**src/rtl/result_frame_tx.sv**
```systemverilog
// result_frame_tx: queues ALU results and streams each one
// to a byte-wide UART transmitter as a framed byte sequence.
module result_frame_tx #(
  parameter int          DATA_W      = 16,
  parameter int          DEPTH       = 4,
  parameter int          HEADER_EN   = 1,
  parameter logic [7:0]  HEADER_BYTE = 8'hA5,
  parameter int          MSB_FIRST   = 0
) (
  input  logic                    clock,
  input  logic                    reset_n,
  input  logic                    ena,
  input  logic                    push_valid,
  input  logic [DATA_W-1:0]       push_data,
  output logic                    push_ready,
  output logic                    tx_start,
  output logic [7:0]              tx_data,
  input  logic                    tx_busy,
  output logic [$clog2(DEPTH):0]  fifo_count,
  output logic                    frame_done,
  output logic                    overflow
);

  localparam int NBYTES = DATA_W / 8;
  localparam int HDR    = (HEADER_EN != 0) ? 1 : 0;
  localparam int NFRAME = NBYTES + HDR;
  localparam int FW     = 8 * NFRAME;
  localparam int AW     = $clog2(DEPTH);
  localparam int CW     = AW + 1;
  localparam int IW     = $clog2(NFRAME + 1);

  // Encoding 2'd3 is unused and falls back to IDLE.
  typedef enum logic [1:0] {
    S_IDLE = 2'd0,
    S_SEND = 2'd1,
    S_WAIT = 2'd2
  } state_t;

  logic [DATA_W-1:0] r_mem [DEPTH];
  logic [AW-1:0]     r_wr_ptr;
  logic [AW-1:0]     r_rd_ptr;
  logic [CW-1:0]     r_count;

  state_t            r_state;
  state_t            w_state_nxt;

  logic [FW-1:0]     r_shift;
  logic [IW-1:0]     r_idx;
  logic [7:0]        r_tx_data;
  logic              r_frame_done;

  logic [DATA_W-1:0] w_head;
  logic [FW-1:0]     w_frame;
  logic              w_push;
  logic              w_pop;
  logic              w_last;
  logic              w_adv;
  logic              w_fin;
  logic              w_full;

  // FIFO status is taken from the registered count only, so a pop
  // never opens room for a push in the same cycle.
  assign w_full = (r_count == CW'(DEPTH));
  assign w_push = push_valid & ~w_full;
  assign w_pop  = (r_state == S_IDLE) & ena & (r_count != '0);
  assign w_head = r_mem[r_rd_ptr];

  assign w_last = (r_idx == IW'(NFRAME - 1));
  assign w_adv  = (r_state == S_WAIT) & ena & ~tx_busy & ~w_last;
  assign w_fin  = (r_state == S_WAIT) & ena & ~tx_busy & w_last;

  // Result storage; contents need no reset.
  always_ff @(posedge clock) begin
    if (w_push) begin
      r_mem[r_wr_ptr] <= push_data;
    end
  end

  // FIFO pointers and occupancy; pointers wrap modulo DEPTH.
  always_ff @(posedge clock or negedge reset_n) begin
    if (!reset_n) begin
      r_wr_ptr <= '0;
      r_rd_ptr <= '0;
      r_count  <= '0;
    end else begin
      if (w_push) begin
        r_wr_ptr <= r_wr_ptr + AW'(1);
      end
      if (w_pop) begin
        r_rd_ptr <= r_rd_ptr + AW'(1);
      end
      case ({w_push, w_pop})
        2'b10:   r_count <= r_count + CW'(1);
        2'b01:   r_count <= r_count - CW'(1);
        default: r_count <= r_count;
      endcase
    end
  end

  // Lay out the head result as frame bytes, byte 0 in the low lane.
  always_comb begin
    w_frame = '0;
    if (HDR == 1) begin
      w_frame[7:0] = HEADER_BYTE;
    end
    for (int k = 0; k < NBYTES; k++) begin
      if (MSB_FIRST != 0) begin
        w_frame[(k+HDR)*8 +: 8] = w_head[(NBYTES-1-k)*8 +: 8];
      end else begin
        w_frame[(k+HDR)*8 +: 8] = w_head[k*8 +: 8];
      end
    end
  end

  // State register.
  always_ff @(posedge clock or negedge reset_n) begin
    if (!reset_n) begin
      r_state <= S_IDLE;
    end else begin
      r_state <= w_state_nxt;
    end
  end

  // Next state; ena low pulls every state back to IDLE.
  always_comb begin
    w_state_nxt = r_state;
    if (!ena) begin
      w_state_nxt = S_IDLE;
    end else begin
      case (r_state)
        S_IDLE: begin
          if (r_count != '0) begin
            w_state_nxt = S_SEND;
          end
        end
        S_SEND: begin
          if (tx_busy) begin
            w_state_nxt = S_WAIT;
          end
        end
        S_WAIT: begin
          if (!tx_busy) begin
            w_state_nxt = w_last ? S_IDLE : S_SEND;
          end
        end
        default: w_state_nxt = S_IDLE;
      endcase
    end
  end

  // Outputs; tx_start is simply "in SEND".
  always_comb begin
    tx_start   = (r_state == S_SEND);
    tx_data    = r_tx_data;
    frame_done = r_frame_done;
    push_ready = ~w_full;
    overflow   = push_valid & w_full;
    fifo_count = r_count;
  end

  // Frame shift register, byte index and completion pulse.
  always_ff @(posedge clock or negedge reset_n) begin
    if (!reset_n) begin
      r_shift      <= '0;
      r_idx        <= '0;
      r_tx_data    <= '0;
      r_frame_done <= 1'b0;
    end else begin
      r_frame_done <= w_fin;
      if (w_pop) begin
        r_tx_data <= w_frame[7:0];
        r_shift   <= w_frame >> 8;
        r_idx     <= '0;
      end else if (w_adv) begin
        r_tx_data <= r_shift[7:0];
        r_shift   <= r_shift >> 8;
        r_idx     <= r_idx + IW'(1);
      end else if (!ena) begin
        r_idx     <= '0;
      end
    end
  end

endmodule

```
**config.mk**
```make
export PLATFORM = sky130hd
export DESIGN_NAME = result_frame_tx
export DESIGN_NICKNAME = d
export VERILOG_FILES = /design/src/rtl/result_frame_tx.sv
export SDC_FILE = /design/constraint.sdc
export NUM_CORES = 1
export LEC_CHECK = 0
export BUFFER_PORTS_ARGS = -buffer_cell sky130_fd_sc_hd__buf_4
export CORE_UTILIZATION = 50
export DETAILED_ROUTE_END_ITERATION = 16
export PLACE_DENSITY = 0.69
export SYNTH_ARGS = -nofsm -noshare
export SYNTH_HDL_FRONTEND = slang
export SYNTH_SLANG_ARGS = --single-unit
```
**constraint.sdc**
```tcl
create_clock -name clock -period 2.6 [get_ports clock]
set_input_delay 0.13 -clock clock [delete_from_list [all_inputs] [get_ports clock]]
set_output_delay 0.13 -clock clock [all_outputs]
set_load 0.05 [all_outputs]
```
==> results of run 1 <==
[cell usage in the layout (no fill, tap or decap), types with 2 or more instances in the layout]
cell type	Yosys	final
sky130_fd_sc_hd__edfxtp_1	64	64
sky130_fd_sc_hd__buf_4	1	43
sky130_fd_sc_hd__dfrtp_1	36	36
sky130_fd_sc_hd__dlygate4sd3_1	0	17
sky130_fd_sc_hd__mux4_2	15	15
sky130_fd_sc_hd__and3_1	12	12
sky130_fd_sc_hd__a22o_1	11	11
sky130_fd_sc_hd__inv_1	10	10
sky130_fd_sc_hd__clkbuf_8	0	9
sky130_fd_sc_hd__a221o_1	7	7
sky130_fd_sc_hd__ha_1	6	6
sky130_fd_sc_hd__nor2_1	4	4
sky130_fd_sc_hd__o22a_1	4	4
sky130_fd_sc_hd__xnor2_1	4	4
sky130_fd_sc_hd__nand3_1	3	3
sky130_fd_sc_hd__nand2_1	3	3
sky130_fd_sc_hd__xor2_1	3	3
sky130_fd_sc_hd__or3b_1	2	2
sky130_fd_sc_hd__o21ai_0	2	2
sky130_fd_sc_hd__nor3_1	2	2
sky130_fd_sc_hd__o22ai_1	2	2
sky130_fd_sc_hd__clkinvlp_4	0	2
sky130_fd_sc_hd__clkinv_2	0	2
sky130_fd_sc_hd__inv_6	0	2
[routing by layer]
metal	GRT usage [%]	part of all wire [%]	up-vias
li1	-	-	976
met1	25.09	47	1068
met2	27.90	48	48
met3	4.188	3.7	9
met4	7.540	1.6	0
met5	0	0	-
[stage by stage]
step / total power [mW] / hold slack (ns) / util (%) / cells
global route: 5.166 / 0.05109 / 61.08 / 385
finish: 4.875 / 0.03712 / 61.08 / 385
global placement: 3.995 / 0.1122 / 56.59 / 352
detailed placement: 4.040 / 0.1124 / 56.59 / 352
CTS: 4.942 / 0.01836 / 61.08 / 385
floorplan: 3.583 / -0.1656 / - / 216
[state kept, by name, indices dropped and copies added (netlist names)]
name,cells
r_mem,64
r_shift,16
tx_data,8
fifo_count,3
r_idx,2
r_rd_ptr,2
r_state,2
r_wr_ptr,2
frame_done,1
[power breakdown]
group | internal (mW) | switching (mW) | total (mW)
Sequential | 2.13 | 0.222 | 2.35
Combinational | 0.768 | 0.882 | 1.65
Clock | 0.352 | 0.524 | 0.876
[layout make-up]
class                   instances  area share, %
multi-input cells              96          22.06
inverters                      11         0.8793
flip-flops and latches        100          60.11
clock inverters                 7          1.092
repair buffers                 60          10.50
well taps                     102          2.718
clock buffers                   9          2.638
[cells by family (layout without fill, tap and decap cells)]
kind of cell,Yosys count,after routing,share of synthesized area (%)
flops,100,100,71.30
simple gates,33,33,5.373
compound gates,31,31,7.016
buf+inv,20,87,2.528
mux,18,18,9.829
fa+ha+maj,7,7,2.402
xor+xnor,7,7,1.549
[final timing paths]
path / from / end / cells past startpoint
min in group asynchronous: reset_n / tx_data[2] / 2
hold reg to reg: tx_data[2] / tx_data[2] / 1
max in group asynchronous: reset_n / tx_data[1] / 2
setup / recovery: fifo_count[0] / fifo_count[2] / 9
setup reg to reg: fifo_count[0] / fifo_count[2] / 9
hold / removal: tx_busy / r_state[1] / 2
[worst max-delay path: stages, from the launching register on]
cell                      delay (ns)
sky130_fd_sc_hd__dfrtp_1        0.46
sky130_fd_sc_hd__or3b_1         0.47
sky130_fd_sc_hd__and2_4         0.22
sky130_fd_sc_hd__inv_1          0.05
sky130_fd_sc_hd__ha_1           0.17
sky130_fd_sc_hd__inv_1          0.06
sky130_fd_sc_hd__fa_1           0.37
sky130_fd_sc_hd__xor2_1         0.15
sky130_fd_sc_hd__nor2_1         0.11
sky130_fd_sc_hd__xor2_1         0.15
[timing repair]
action                    4_1_cts  5_1_grt
hold endpoints to repair      100        0
hold buffers                   17        0
resized for setup               0        0
==> flow_metrics.tcl, run 1 <==
set metrics [dict create \
    drc_errors 0 \
    ios 36 \
    critical_path.endpoint_type "flop" \
    synth.yosys.seq_area_share_pct 71.30 \
    routed_wirelength_um 6569 \
    final_layout_size_suffix_gt1_share_pct 29.68 \
    initial_core_util_pct 51.50 \
    antenna_violating_nets_post_route 0 \
    grt_max_degree 37 \
    multi_input_comb_area_um2 1036 \
    reg2reg_setup_slack_ns 0.33 \
    synth.distinct_cells 40 \
    place_area_um2 4350 \
    route.vias.total 2101 \
    clockRootBuffer "sky130_fd_sc_hd__clkbuf_8" \
    timing.final.crit_period_ns 2.270 \
    mappedNetlistNets 244 \
    preCtsSetupSlack_ns 0.3424 \
    cts_buffers 9 \
    cts_num_sinks 100 \
    finalWeightedCongestion 0.6883 \
    synthFlopType "sky130_fd_sc_hd__edfxtp_1" \
    crit_arrival_ns 2.56 \
    setup-violations-final 0 \
    asyncSetResetFlopFracSynth_pct 36.00 \
    combined_flip_flop_and_latch_cell_area_um2 2823 \
    outcome "completed" \
    fp.dieW_um 90.98 \
    setup.worst_path.start_class "flop" \
    power_per_cell_area_nw_per_um2 1038 \
    hold_viol 0 \
    average_cell_area_after_synthesis_um2 18.33 \
    hp-class "input port to flop" \
    library_cell_with_the_highest_instance_count_after_synthesis "sky130_fd_sc_hd__edfxtp_1" \
    stdcell_area_um2 4696 \
    track_usage_pct 18.10 \
    io_buffer_count 35 \
    first_global_vias 2100 \
    vias_per_cell 5.457 \
    worst-slew-pin-transition_ns 0.5062 \
    critPathRequiredTime_ns 2.89 \
    synth_area_leader_cell "sky130_fd_sc_hd__edfxtp_1" \
    finalClockSkew_ns 0.006926 \
    die_area_um2 8277 \
    diodes 0 \
    fillers 598 \
    core-area_um2 7687 \
    netlist_top_cells_area "sky130_fd_sc_hd__edfxtp_1, sky130_fd_sc_hd__dfrtp_1, sky130_fd_sc_hd__mux4_2" \
    crit_fanout 7 \
    die_height_um 90.98 \
    std_cell_rows 32 \
    power_leakage_nw 1.833 \
    synth_top_cell_area_share_pct 48.55 \
    slew_headroom_pct 66.25 \
    firstDrtPassIters 4 \
    syn_to_final_growth_pct 18.62 \
    place.detailed.hpwl_um 4192 \
    yosys_reg_bits 100 \
    clock_insertion_delay_worst_skew_ns 0.36 \
    drtIter0Drc 117 \
    htree_levels 3 \
    post_synth_edffs 64 \
    fmax_mhz 440.6 \
    cts.repair_timing.setup_buffer_count 0 \
    finalNetCount 306 \
    routedWlPerCell_um 17.06 \
    ys_top_cells_by_count "sky130_fd_sc_hd__edfxtp_1, sky130_fd_sc_hd__dfrtp_1, sky130_fd_sc_hd__mux4_2" \
    number_of_antenna_violations_at_the_first_check_in_global_routing 0 \
    clk_path_buf_depth 2 \
    cts_tree "done" \
    grt_setup_unrepaired "false" \
    final-max-slew-violation-count 0 \
    path_clk_slew_ns 0.09 \
    fin_tns_setup_ns 0 \
    fin_ws_ns 0.3302 \
    period_share_pct 87.30 \
    grt-ovfl-total 0 \
    synthesis.area_um2 3959 \
    maxCapViolCount 0 \
    post_synth_inst_count 216 \
    peakVddDrop_mv 0.4040 \
    global_route_wire_length_before_repair_um 11010 \
    ys_warn_count 0 \
    setup.worst_path.class "flop to flop" \
]
(Power assumes the default switching activity.)
==> run 2: changes to the inputs <==
ABC_AREA = 1   (was unset)
==> run 2 against run 1 <==
Net effect: sequential power about the same; register-to-register slack gained 0.14 ns; sequential share of layout area shrank 1.6 points; cell count is 36% higher; area after synthesis is 2.6% higher; global-route usage up 1.8 points; power up 4.3%; synthesized cell count up 67%; non-clock buffer count did not move.
==> flow_metrics.tcl, run 2 <==
set metrics [dict create \
    post_synth_edffs 64 \
    drtIter0Drc 193 \
    critical_path.endpoint "fifo_count[2]" \
    post_synth_inst_count 361 \
    fp.dieW_um 92.13 \
    io_buffer_count 35 \
    fin_tns_setup_ns 0 \
    htree_levels 3 \
    setup.worst_path.start_class "flop" \
    first_global_vias 2568 \
    finalClockSkew_ns 0.01190 \
    crit_fanout 13 \
    hold_viol 0 \
    drc_errors 0 \
    power_per_cell_area_nw_per_um2 1055 \
    min_from "ena" \
    critPathBufInv 3 \
    synthesis.area_um2 4061 \
    cts_tree "done" \
    route.vias.total 2671 \
    global_route_wire_length_before_repair_um 12460 \
    worst-slew-pin-transition_ns 0.6048 \
    core-area_um2 7807 \
    clk_path_buf_depth 2 \
    die_height_um 92.13 \
    routedWlPerCell_um 14.77 \
    initial_core_util_pct 52.02 \
    ios 36 \
    mostFrequentLayoutCells "sky130_fd_sc_hd__nand2_1, sky130_fd_sc_hd__edfxtp_1, sky130_fd_sc_hd__nand3_1" \
    grt_max_degree 37 \
    routed_wirelength_um 7754 \
    outcome "completed" \
    power_leakage_nw 2.057 \
    average_cell_area_after_synthesis_um2 11.25 \
    whs_ns 0.06428 \
    mappedNetlistNets 389 \
    final-max-slew-violation-count 0 \
    ys_warn_count 0 \
    crit_arrival_ns 2.37 \
    setup.worst_path.class "flop to flop" \
    firstDrtPassIters 4 \
    path_clk_slew_ns 0.10 \
    cts_buffers 9 \
    hp-class "input port to flop" \
    library_cell_contributing_the_largest_single_delay_on_the_critical_path "sky130_fd_sc_hd__dfrtp_1" \
    netlist_top_cells_area "sky130_fd_sc_hd__edfxtp_1, sky130_fd_sc_hd__dfrtp_1, sky130_fd_sc_hd__nand2_1" \
    grt-ovfl-total 0 \
    worst_path_top_cell_family_by_delay "adder cells" \
    final_layout_size_suffix_gt1_share_pct 15.37 \
    synth_top_cell_area_share_pct 47.32 \
    seq_power_share_pct 45.6 \
    track_usage_pct 19.91 \
    maxCapViolCount 0 \
    fmax_mhz 469.7 \
    critical_path.endpoint_type "flop" \
    slew_headroom_pct 59.64 \
    rr_endpoint "fifo_count[2]" \
    crit_path_frequent_cell "sky130_fd_sc_hd__inv_1" \
    library_cell_with_the_highest_instance_count_after_synthesis "sky130_fd_sc_hd__nand2_1" \
    setup-violations-final 0 \
    switching_share_pct 37.13 \
    asyncSetResetFlopFracSynth_pct 36.00 \
    clockPowerShare_pct 20.7 \
    ys_top_cells_by_count "sky130_fd_sc_hd__nand2_1, sky130_fd_sc_hd__edfxtp_1, sky130_fd_sc_hd__nand3_1" \
    grt_setup_unrepaired "false" \
    rr_worst_depth 11 \
    std_cell_rows 32 \
    synthFlopType "sky130_fd_sc_hd__edfxtp_1" \
    number_of_antenna_violations_at_the_first_check_in_global_routing 0 \
    diodes 0 \
    period_share_pct 81.88 \
    synth_area_leader_cell "sky130_fd_sc_hd__edfxtp_1" \
    syn_to_final_growth_pct 18.70 \
    path_cells "inv_1 -> nand2_1 -> nor2_1 -> nand2_2 -> clkinv_2 -> ha_1 -> inv_1 -> fa_1 -> a21oi_1 -> o21ai_0 -> xor2_1" \
    max_stage_delay_ns 0.41 \
    timing.rr.start "r_state[0]" \
    yosys_reg_bits 100 \
    finalNetCount 446 \
    die_area_um2 8487 \
    finalWeightedCongestion 0.7183 \
    critPathRequiredTime_ns 2.84 \
    peakVddDrop_mv 0.4234 \
    synth.distinct_cells 27 \
    max_flop_register "r_mem" \
    layout_commonest_cell "sky130_fd_sc_hd__nand2_1" \
    crit_cells 11 \
    antenna_violating_nets_post_route 0 \
    preCtsSetupSlack_ns 0.4833 \
    combPwrFrac_pct 33.7 \
    synth.yosys.seq_area_share_pct 69.50 \
    reg2reg_setup_slack_ns 0.47 \
    clockRootBuffer "sky130_fd_sc_hd__clkbuf_8" \
    cts_num_sinks 100 \
    largest_register_ffs 64 \
    cellInternalPower_mw 3.198 \
    place.detailed.hpwl_um 4820 \
    timing.critical_path.from "r_state[0]" \
    timing.final.crit_period_ns 2.129 \
    cts.repair_timing.setup_buffer_count 0 \
    fin_ws_ns 0.4712 \
    vias_per_cell 5.088 \
    clock_insertion_delay_worst_skew_ns 0.36 \
    p_sw_mw 1.888 \
]
run 2: cell types whose count changed after synthesis, moves of 4 or more:
cell,change
sky130_fd_sc_hd__nand2_1,+76
sky130_fd_sc_hd__nand3_1,+46
sky130_fd_sc_hd__nor2_1,+23
sky130_fd_sc_hd__inv_1,+22
sky130_fd_sc_hd__o21ai_0,+18
sky130_fd_sc_hd__a21oi_1,+15
sky130_fd_sc_hd__mux4_2,-15
sky130_fd_sc_hd__and3_1,-12
sky130_fd_sc_hd__a22o_1,-11
sky130_fd_sc_hd__a221o_1,-7
sky130_fd_sc_hd__buf_2,+5
sky130_fd_sc_hd__o22a_1,-4
run 2: area by class of cell:
cell class | instances | area, um^2
Sequential cell | 100 | 2823
Clock buffer | 9 | 123.9
Fill cell | 627 | 2987
Tap cell | 102 | 127.6
Inverter | 36 | 136.4
Clock inverter | 7 | 90.09
Multi-Input combinational cell | 211 | 1025
Timing Repair Buffer | 60 | 495.5
run 2: how the worst min path moves through the flow:
stage                     to  slack (ns)  cells past startpoint
3_5_place_dp   fifo_count[2]        0.12                      1
4_1_cts           r_state[0]        0.06                      3
2_1_floorplan  fifo_count[0]       -0.17                      0
5_1_grt           r_state[0]        0.06                      3
3_3_place_gp      frame_done        0.12                      1
6_report          r_state[0]        0.06                      3
run 2: layer usage:
layer	part of all wire, %	global-route usage, %	vias up	wire length (um)
met2	50	33.40	64	3902
met5	0	0	-	0
met1	43	24.47	1280	3307
met3	5.7	5.638	10	439
met4	1.3	7.552	0	104
li1	-	-	1317	-
run 2: power groups by stage:
stage	logic (mW)	registers, mW	clock network (mW)
after detailed placement	1.69	2.35	0
after floorplan	1.12	2.43	0
after global routing	1.93	2.36	1.14
after CTS	1.73	2.32	1.07
after global placement	1.65	2.34	0
final	1.71	2.32	1.05
run 2: worst register-to-register path, stage by stage, from the launching register on:
cell and delay, ns:
sky130_fd_sc_hd__dfrtp_1 0.41, sky130_fd_sc_hd__inv_1 0.10, sky130_fd_sc_hd__nand2_1 0.05, sky130_fd_sc_hd__nor2_1 0.11, sky130_fd_sc_hd__nand2_2 0.20, sky130_fd_sc_hd__clkinv_2 0.09
sky130_fd_sc_hd__ha_1 0.13, sky130_fd_sc_hd__inv_1 0.07, sky130_fd_sc_hd__fa_1 0.38, sky130_fd_sc_hd__a21oi_1 0.17, sky130_fd_sc_hd__o21ai_0 0.13, sky130_fd_sc_hd__xor2_1 0.16
run 2: kinds of logic after synthesis:
family	share of synthesized area, %
buffers and inverters	5.391
AND/OR/NAND/NOR	17.47
AO/OA/AOI/OAI	4.436
XOR/XNOR	0.8628
flip-flops	69.50
adder cells (fa/ha/maj)	2.341
run 2: through the flow:
step	power, mW	cell area (um^2)	std cells	utilization [%]
2_1_floorplan	3.558	4066	361	-
3_3_place_gp	3.990	4427	491	56.70
3_5_place_dp	4.047	4427	491	56.70
4_1_cts	5.117	4821	525	61.75
5_1_grt	5.432	4821	525	61.75
6_report	5.086	4821	525	61.75
run 2: what timing repair did:
item,4_1_cts,5_1_grt
hold buffers,18,0
endpoints found under the setup margin,0,0
gates resized for setup,0,0
hold endpoints to repair,101,0
